## src/rtl/parent_link_arbiter_pkg.sv

```systemverilog
// Shared defaults and tx FSM states for the parent link arbiter.
// Optional counters are built when PARENT_LINK_STATS_EN is defined.
package parent_link_arbiter_pkg;

  localparam int PLA_DATA_WIDTH  = 64;
  localparam int PLA_CORE_ID_LSB = 56;
  localparam int PLA_BCAST_BIT   = 63;

  typedef enum logic {
    ST_IDLE   = 1'b0,
    ST_LOCKED = 1'b1
  } tx_state_e;

  // Core index a+b folded back into 0..n-1 (a, b both < n).
  function automatic int wrap_idx(input int a, input int n);
    return (a >= n) ? a - n : a;
  endfunction

endpackage

```

## src/rtl/parent_link_arbiter_rr_arbiter.sv

```systemverilog
// Round-robin grant with packet lock for the parent tx merge.
// Returns a one-hot grant and its index.
module parent_link_arbiter_rr_arbiter
  import parent_link_arbiter_pkg::*;
#(
  parameter int NUM_CORES = 4,
  parameter int IW        = 2
) (
  input  logic [NUM_CORES-1:0] i_req,
  input  logic [IW-1:0]        i_rr_ptr,
  input  logic                 i_lock,
  input  logic [IW-1:0]        i_lock_idx,
  output logic [NUM_CORES-1:0] o_gnt,
  output logic [IW-1:0]        o_idx
);

  logic [IW-1:0] w_k;

  // Locked: owner only. Else scan downward so the
  // nearest request at/after rr_ptr wins last.
  always_comb begin
    o_gnt = '0;
    o_idx = i_rr_ptr;
    w_k   = '0;
    if (i_lock) begin
      o_gnt[i_lock_idx] = 1'b1;
      o_idx = i_lock_idx;
    end else begin
      for (int i = NUM_CORES - 1; i >= 0; i--) begin
        w_k = IW'(wrap_idx(int'(i_rr_ptr) + i, NUM_CORES));
        if (i_req[w_k]) begin
          o_gnt      = '0;
          o_gnt[w_k] = 1'b1;
          o_idx      = w_k;
        end
      end
    end
  end

endmodule

```

## src/rtl/parent_link_arbiter.sv

```systemverilog
// Shares one parent link among NUM_CORES cores: rr tx merge, rx routing.
// Define PARENT_LINK_STATS_EN for drop_count and per-core word counters.
module parent_link_arbiter
  import parent_link_arbiter_pkg::*;
#(
  parameter int NUM_CORES     = 4,
  parameter int DATA_WIDTH    = PLA_DATA_WIDTH,
  parameter int RX_FIFO_DEPTH = 16,
  parameter int CORE_ID_LSB   = PLA_CORE_ID_LSB,
  parameter int BCAST_BIT     = PLA_BCAST_BIT
) (
  input  logic                            clk,
  input  logic                            reset,
  input  logic [NUM_CORES*DATA_WIDTH-1:0] core_tx_data,
  input  logic [NUM_CORES-1:0]            core_tx_last,
  input  logic [NUM_CORES-1:0]            core_tx_valid,
  output logic [NUM_CORES-1:0]            core_tx_ready,
  output logic [DATA_WIDTH-1:0]           parent_tx_data,
  output logic                            parent_tx_valid,
  input  logic                            parent_tx_ready,
  input  logic [DATA_WIDTH-1:0]           parent_rx_data,
  input  logic                            parent_rx_valid,
  output logic                            parent_rx_ready,
  output logic [NUM_CORES*DATA_WIDTH-1:0] core_rx_data,
  output logic [NUM_CORES-1:0]            core_rx_valid,
  input  logic [NUM_CORES-1:0]            core_rx_ready,
  output logic [15:0]                     drop_count
);

  localparam int CID_W = $clog2(NUM_CORES);
  localparam int AW    = $clog2(RX_FIFO_DEPTH);
  localparam logic [AW:0] PTR_ONE = (AW+1)'(1);

  tx_state_e             r_state;
  logic [CID_W-1:0]      r_rr_ptr;
  logic [CID_W-1:0]      r_lock_idx;
  logic                  r_tx_valid;
  logic [DATA_WIDTH-1:0] r_tx_data;
  logic [NUM_CORES-1:0]  w_gnt;
  logic [CID_W-1:0]      w_gnt_idx;
  logic [CID_W-1:0]      w_next_ptr;
  logic [DATA_WIDTH-1:0] w_sel;
  logic [DATA_WIDTH-1:0] w_stamped;
  logic                  w_out_free;
  logic                  w_xfer;
  logic                  w_last;

  parent_link_arbiter_rr_arbiter #(
    .NUM_CORES (NUM_CORES),
    .IW        (CID_W)
  ) u_rr (
    .i_req      (core_tx_valid),
    .i_rr_ptr   (r_rr_ptr),
    .i_lock     (r_state == ST_LOCKED),
    .i_lock_idx (r_lock_idx),
    .o_gnt      (w_gnt),
    .o_idx      (w_gnt_idx)
  );

  assign w_out_free = !r_tx_valid || parent_tx_ready;
  assign core_tx_ready = reset ?
    (w_gnt & {NUM_CORES{w_out_free}}) : '0;
  assign w_xfer = |(core_tx_valid & core_tx_ready);
  assign w_sel  = core_tx_data[w_gnt_idx*DATA_WIDTH +: DATA_WIDTH];
  assign w_last = core_tx_last[w_gnt_idx];
  assign w_next_ptr = (int'(w_gnt_idx) == NUM_CORES - 1) ?
    '0 : w_gnt_idx + CID_W'(1);
  assign parent_tx_data  = r_tx_data;
  assign parent_tx_valid = r_tx_valid;

  // Overwrite the core-ID field with the granted source.
  always_comb begin
    w_stamped = w_sel;
    w_stamped[CORE_ID_LSB +: CID_W] = w_gnt_idx;
  end

  // Tx FSM: packet lock, rr pointer and output register.
  always_ff @(posedge clk or negedge reset) begin
    if (!reset) begin
      r_state    <= ST_IDLE;
      r_rr_ptr   <= '0;
      r_lock_idx <= '0;
      r_tx_valid <= 1'b0;
      r_tx_data  <= '0;
    end else begin
      if (w_xfer) begin
        r_tx_valid <= 1'b1;
        r_tx_data  <= w_stamped;
        if (w_last) begin
          r_state  <= ST_IDLE;
          r_rr_ptr <= w_next_ptr;
        end else begin
          r_state    <= ST_LOCKED;
          r_lock_idx <= w_gnt_idx;
        end
      end else if (parent_tx_ready) begin
        r_tx_valid <= 1'b0;
      end
    end
  end

  logic [CID_W-1:0]     w_dest;
  logic                 w_bcast;
  logic                 w_dest_ok;
  logic                 w_rx_hs;
  logic [NUM_CORES-1:0] w_full;
  logic [NUM_CORES-1:0] w_push;
  logic [NUM_CORES-1:0] w_pop;

  assign w_dest    = parent_rx_data[CORE_ID_LSB +: CID_W];
  assign w_bcast   = parent_rx_data[BCAST_BIT];
  assign w_dest_ok = int'(w_dest) < NUM_CORES;
  assign parent_rx_ready = w_bcast ? ~|w_full :
    (w_dest_ok ? !w_full[w_dest] : 1'b1);
  assign w_rx_hs = parent_rx_valid && parent_rx_ready;
  assign w_pop   = core_rx_valid & core_rx_ready;

  // Select the FIFO(s) written by an rx handshake.
  always_comb begin
    w_push = '0;
    if (w_rx_hs) begin
      if (w_bcast) w_push = '1;
      else if (w_dest_ok) w_push[w_dest] = 1'b1;
    end
  end

  for (genvar gi = 0; gi < NUM_CORES; gi++) begin : g_rx
    logic [DATA_WIDTH-1:0] r_mem [RX_FIFO_DEPTH];
    logic [AW:0]           r_wp;
    logic [AW:0]           r_rp;

    assign w_full[gi] = (r_wp[AW] != r_rp[AW]) &&
      (r_wp[AW-1:0] == r_rp[AW-1:0]);
    assign core_rx_valid[gi] = r_wp != r_rp;
    assign core_rx_data[gi*DATA_WIDTH +: DATA_WIDTH] =
      r_mem[r_rp[AW-1:0]];

    // FIFO pointers; the extra MSB tells full from empty.
    always_ff @(posedge clk or negedge reset) begin
      if (!reset) begin
        r_wp <= '0;
        r_rp <= '0;
      end else begin
        if (w_push[gi]) r_wp <= r_wp + PTR_ONE;
        if (w_pop[gi])  r_rp <= r_rp + PTR_ONE;
      end
    end

    // FIFO storage, no reset needed.
    always_ff @(posedge clk) begin
      if (w_push[gi]) r_mem[r_wp[AW-1:0]] <= parent_rx_data;
    end
  end

`ifdef PARENT_LINK_STATS_EN
  logic [15:0] r_drop_cnt;
  logic [31:0] r_tx_word_cnt [NUM_CORES];
  logic [31:0] r_rx_word_cnt [NUM_CORES];
  logic        w_drop;

  assign w_drop = w_rx_hs && !w_bcast && !w_dest_ok;
  assign drop_count = r_drop_cnt;

  // Saturating drop counter and per-core word counters.
  always_ff @(posedge clk or negedge reset) begin
    if (!reset) begin
      r_drop_cnt <= '0;
      for (int i = 0; i < NUM_CORES; i++) begin
        r_tx_word_cnt[i] <= '0;
        r_rx_word_cnt[i] <= '0;
      end
    end else begin
      if (w_drop && r_drop_cnt != 16'hFFFF)
        r_drop_cnt <= r_drop_cnt + 16'd1;
      for (int i = 0; i < NUM_CORES; i++) begin
        if (core_tx_valid[i] && core_tx_ready[i])
          r_tx_word_cnt[i] <= r_tx_word_cnt[i] + 32'd1;
        if (w_push[i])
          r_rx_word_cnt[i] <= r_rx_word_cnt[i] + 32'd1;
      end
    end
  end
`else
  assign drop_count = '0;
`endif

endmodule

```

## config.mk

```make
export PLATFORM = sky130hd
export DESIGN_NAME = parent_link_arbiter
export DESIGN_NICKNAME = d
export VERILOG_FILES = /design/src/rtl/parent_link_arbiter_pkg.sv /design/src/rtl/parent_link_arbiter_rr_arbiter.sv /design/src/rtl/parent_link_arbiter.sv
export SDC_FILE = /design/constraint.sdc
export NUM_CORES = 2
export LEC_CHECK = 0
export ABC_AREA = 1
export CAP_MARGIN = 20
export CELL_PAD_IN_SITES_DETAIL_PLACEMENT = 0
export CELL_PAD_IN_SITES_GLOBAL_PLACEMENT = 1
export CORE_ASPECT_RATIO = 1.75
export CORE_MARGIN = 2
export CORE_UTILIZATION = 55
export CTS_CLUSTER_DIAMETER = 50
export DETAILED_ROUTE_END_ITERATION = 7
export PLACE_DENSITY_LB_ADDON = 0.2
export SYNTH_ARGS = -nofsm -noshare
export SYNTH_HDL_FRONTEND = slang
export SYNTH_SLANG_ARGS = --single-unit
export TNS_END_PERCENT = 30
```

## constraint.sdc

```tcl
create_clock -name clk -period 14.76 [get_ports clk]
set_input_delay 2.952 -clock clk [delete_from_list [all_inputs] [get_ports clk]]
set_output_delay 2.952 -clock clk [all_outputs]
set_load 0.005 [all_outputs]
```

# Yosys cells after proc, flatten, opt, wreduce, memory -nomap -nowiden
# Memories as Yosys holds them, arrays and structs flattened.
# Cells that the tools add are included.
# word_totals
reg_bits,110
mem_bits_rw,4096
inputBits,336
wordCells,142
memories,4
# mem_list
memory,words,width,rd,rd_ports_with_merged_regs,wr,line,text
g_rx[0].r_mem,16,64,1,0,1,parent_link_arbiter.sv:128,logic [DATA_WIDTH-1:0] r_mem [RX_FIFO_DEPTH];
g_rx[1].r_mem,16,64,1,0,1,parent_link_arbiter.sv:128,
g_rx[2].r_mem,16,64,1,0,1,parent_link_arbiter.sv:128,
g_rx[3].r_mem,16,64,1,0,1,parent_link_arbiter.sv:128,
# op_classes
n_addsub,16
order_cmp,17
n_eq_ne,13
n_shift,1
n_mux,54
bitwise,4
reduce_logical,20
# op_table
operator,count
$shiftx 256x9->64,1
$add 5x1->5 const B,8
$mux 4,8
$mux 1,24
$lt 2x3->1 const B,7
$mux 2,10
$ne 5x5->1,4
$eq 4x4->1,4
$and 4x4->4,3
$bmux 1 s2,6
$demux 1 s2,6
$ge 2x1->1 const B,6
$logic_and 1x1->1,11
$ge 3x3->1 const B,3
$reduce_or 4->1,2
$sub 2x1->2 const B,4
$add 2x2->3 const B,2
$ne 1x1->1,4
$reduce_and 2->1,2
$add 2x1->3 const B,1
$ge 2x3->1 const B,1
$logic_not 1->1,3
$add 2x1->2 const B,1
$eq 2x1->1 const B,1
other kinds (3),3

# Logic depth before layout (Yosys ltp)
# logic_depth
word_depth,17
mapped_depth,20

# Modules after synthesis
# Synthesis repeated with hierarchy kept, for this count alone.
# hier_totals
cells_unflattened,12216
area_unflattened_um2,165367.4
# modules_own_cells
mod,n_inst,cells_each,area_each_um2,seq_area_each_um2
parent_link_arbiter,1,12112,164771.8,125750.6
parent_link_arbiter_rr_arbiter,1,104,595.6,0.0

# Worst setup path after synthesis
# No wires, ideal clock.
# synth_path
kind,in2reg
start,input parent_rx_data[57]
end,"memory g_rx[0].r_mem[11][0] (netlist name), enable pin"
setup_time_ps,487
arrival_ps,6809
path_slack_ps,7464
path_stages,10
path_cell_list,inv_1 a21oi_1 nor2_1 nand3_1 o31ai_1 nor2_1 nand2_1 nor2_2 nand2_1 nor2_1
# synth_via
elab_chain_len,8
elab_cells_between_ends,14
# synth_lines
element,line,text
from (decl),parent_link_arbiter.sv:21,"input logic [DATA_WIDTH-1:0] parent_rx_data,"
$bmux 1 s2,parent_link_arbiter.sv:114,(w_dest_ok ? !w_full[w_dest] : 1'b1);
$mux 1 (not written as such),parent_link_arbiter.sv:114,
$logic_not 1->1,parent_link_arbiter.sv:114,
$mux 1,parent_link_arbiter.sv:113,assign parent_rx_ready = w_bcast ? ~|w_full :
net parent_rx_ready,parent_link_arbiter.sv:23,"output logic parent_rx_ready,"
$logic_and 1x1->1,parent_link_arbiter.sv:115,assign w_rx_hs = parent_rx_valid && parent_rx_ready;
$mux 4,parent_link_arbiter.sv:121,if (w_rx_hs) begin
$mux 1,parent_link_arbiter.sv:151,if (w_push[gi]) r_mem[r_wp[AW-1:0]] <= parent_rx_data;
$mux 1 (not written as such),parent_link_arbiter.sv:151,
to (decl),parent_link_arbiter.sv:128,
# The timed path passes the listed nets, and every way through them passes these cells. The select of a mux whose other input is x is not followed.

# Final worst setup path
# layout_path
start,register g_rx[1].r_rp[0]
end,output core_rx_data[100]
# layout_via
elab_chain_len,1
# layout_lines
element,line,text
from (decl),parent_link_arbiter.sv:130,logic [AW:0] r_rp;
from (signal assigned),parent_link_arbiter.sv:145,if (w_pop[gi]) r_rp <= r_rp + PTR_ONE;
$mem_v2 16x64,--,
to (decl),parent_link_arbiter.sv:24,"output logic [NUM_CORES*DATA_WIDTH-1:0] core_rx_data,"
# Every way passes these cells.

==> flow_summary.json <==
{
  "status": "finished clean",
  "synth_cells": 11800,
  "setup_viol": 0,
  "clock-sinks": 4206,
  "wire_per_inst_um": 28.3,
  "port_buffers": 657,
  "drtPass1Iterations": 6,
  "synth_flop_cell": "edfxtp_1",
  "crit_buf_inv": 5,
  "gp_congestion": 0.860,
  "cts_root_buffer": "clkbuf_16",
  "worstPathMaxFanout": 93,
  "cp.arrival_ns": 7.35,
  "startpoint_type": "flip-flop",
  "avgViaCountPerCell": 6.28,
  "grt_pass1_vias": 103000,
  "clkLatencyLatePin_ns": 0.94,
  "maxCapViolations": 0,
  "yosys_warnings": 0,
  "crit_path_start": "g_rx[1].r_rp[0]",
  "synth_most_common_cell": "edfxtp_1",
  "crit_chain": "buf_4 > buf_4 > buf_4 > buf_4 > o21ai_0 > o221ai_1 > nand3_1 > nand3_1 > clkdlybuf4s50_1",
  "leakage_nw": 62.5,
  "synth_area_leaders": "edfxtp_1 (74%), nor2_1 (5.0%), o21ai_0 (3.2%)",
  "fill_cells": 22100,
  "grt_use_total_pct": 29.9,
  "cts_buffer_depth": 4,
  "post_cts_resized": 0,
  "endpoint_kind": "output port",
  "slew_headroom_pct": 8.45,
  "hold_viol_final": 0,
  "crit_top_cell": "buf_4",
  "io_pins": 682,
  "min_from": "parent_tx_data[11]",
  "holdWs_ns": 0.479,
  "synth_edf_count": 4096,
  "area_delta_synth_final_pct": 13.6,
  "die-area_mm2": 0.307,
  "slowest_delay_ns": 1.10,
  "cp.required_ns": 11.81,
  "routed_wl_um": 469000,
  "start_util_pct": 55.2,
  "fin_tns_setup_ns": 0,
  "syn-cell-area_mm2": 0.166,
  "antenna_found_initial": 23,
  "cts_htree_levels": 5,
  "grt_pass1_wl_um": 668000,
  "overflow": 0,
  "fmax_mhz": 97.1,
  "avgSynthCellArea_um2": 14.1,
  "yosysTopAreaCellShare_pct": 74.0,
  "path_class": "flip-flop to output port",
  "worstMarginPinSlew_ns": 1.37,
  "hold_buffers": 0,
  "cpLargestDelayFamily": "buffers and inverters",
  "die_h_um": 731,
  "drt_iter0_markers": 11900,
  "skew_ns": 0.0536,
  "cts_buffers": 371,
  "core_area_mm2": 0.301,
  "drc_errors": 0,
  "clkTransAtPathRegs_ns": 0.07,
  "synth.largest_area_cell": "edfxtp_1",
  "hold_class": "flip-flop to flip-flop",
  "synth_common_cells": "edfxtp_1 (4096), nor2_1 (2196), o21ai_0 (1079), nand2_1 (1006), clkbuf_1 (673)",
  "die_w_um": 420,
  "grt_max_degree": 259,
  "synth.distinct_cells": 38,
  "ant_nets": 0,
  "powerDensity_mw_per_mm2": 202,
  "nets": 12600,
  "hpwlAfterDp_um": 251000,
  "via_count": 104000,
  "period_share_pct": 69.8,
  "num_rows": 267,
  "synthArstFlopShare_pct": 2.62,
  "rsz0062_at_grt": "no",
  "peakVddDrop_v": 0.000275,
  "ys_ff_latch": 4206,
  "slowest_stage": "dfrtp_4",
  "layout_min_cycle_time_ns": 10.30,
  "r2r-start": "g_rx[0].r_rp[0]",
  "maxSlewViolCount": 0,
  "cts_tree": "done",
  "postCtsSetupBuffers": 0,
  "drive_gt1_share_pct": 8.04,
  "yosysSeqAreaShare_pct": 75.6
}
cell type report:
cell class | count | area, µm² | share of cell area, %
multi-input combinational | 6565 | 36900 | 19.5
tap | 4035 | 5050 | 2.67
inverter | 198 | 783 | 0.415
timing repair buffer | 885 | 8310 | 4.40
clock inverter | 191 | 2120 | 1.12
clock buffer | 464 | 9940 | 5.26
antenna | 11 | 27.5 | 0.0146
sequential | 4206 | 126000 | 66.6
placed cells by master (no fill, tap or decap), types with 380 or more instances in the layout:
cell type        instances
nand3_1                394
o221ai_1               485
clkbuf_16              380
nand2_1               1006
o32ai_1                539
nor2_1                2129
edfxtp_1              4096
o21ai_0               1079
clkdlybuf4s50_1        592
mux2i_1                485
state kept, by name, summed over array words and instances, names as in the netlist:
| name | cells |
|---|---|
| g_rx.r_mem | 4096 |
| g_rx.r_rp | 20 |
| parent_tx_data | 64 |
| r_rr_ptr | 2 |
| parent_tx_valid | 1 |
| r_lock_idx | 2 |
| g_rx.r_wp | 20 |
| r_state | 1 |
per-stage QoR:
| step | instance area, µm² | setup slack, ns | utilization (%) | total power, mW | instances |
|---|---|---|---|---|---|
| floorplan | 166000 | 7.46 | - | 22.6 | 11800 |
| global placement | 177000 | 5.72 | 58.6 | 28.1 | 15900 |
| detailed placement | 177000 | 5.53 | 58.6 | 28.5 | 15900 |
| CTS | 189000 | 4.51 | 62.6 | 38.2 | 16500 |
| global route | 189000 | 4.10 | 62.7 | 39.8 | 16500 |
| finish | 189000 | 4.46 | 62.7 | 38.2 | 16600 |
per-layer routing:
metal,up-vias,routed length (µm),track usage (%)
met3,902,35500,4.07
met5,-,13,0
met1,52900,171000,36.7
li1,45300,-,-
met2,4742,236000,51.7
met4,2,25900,15.2
cell families (layout without fill, tap and decap cells):
kind of cell,after synthesis,after routing,share of synthesized area (%)
buffers and inverters,1047,1738,2.53
xor gates and xnor gates,45,45,0.237
DFF,4206,4206,75.6
muxes,488,488,2.94
other,1,27,0.00226
and+or+nand+nor,3629,3629,8.55
adders and majority gates,28,28,0.211
AOI/OAI and AO/OA,2359,2359,9.89
worst paths after layout:
check	slack, ns	endpoint	depth (start not counted)
setup / recovery	4.46	core_rx_data[100]	9
hold / removal	0.48	parent_tx_data[11]	2
setup reg to reg	7.35	g_rx[3].r_mem[13][47]	12
hold reg to reg	0.48	parent_tx_data[11]	2
max in group asynchronous	11.36	g_rx[3].r_rp[2]	2
min in group asynchronous	2.05	parent_tx_data[4]	1
tightest hold or removal path, cell delays in order, from the launching register on:
cell,delay (ns)
dfrtp_1,0.34
nand2_1,0.05
nand2_1,0.05
power by group:
group	internal (mW)	switching [mW]
clock	5.48	4.28
combinational	4.68	9.14
sequential	14.0	0.621
(Power assumes the default switching activity.)
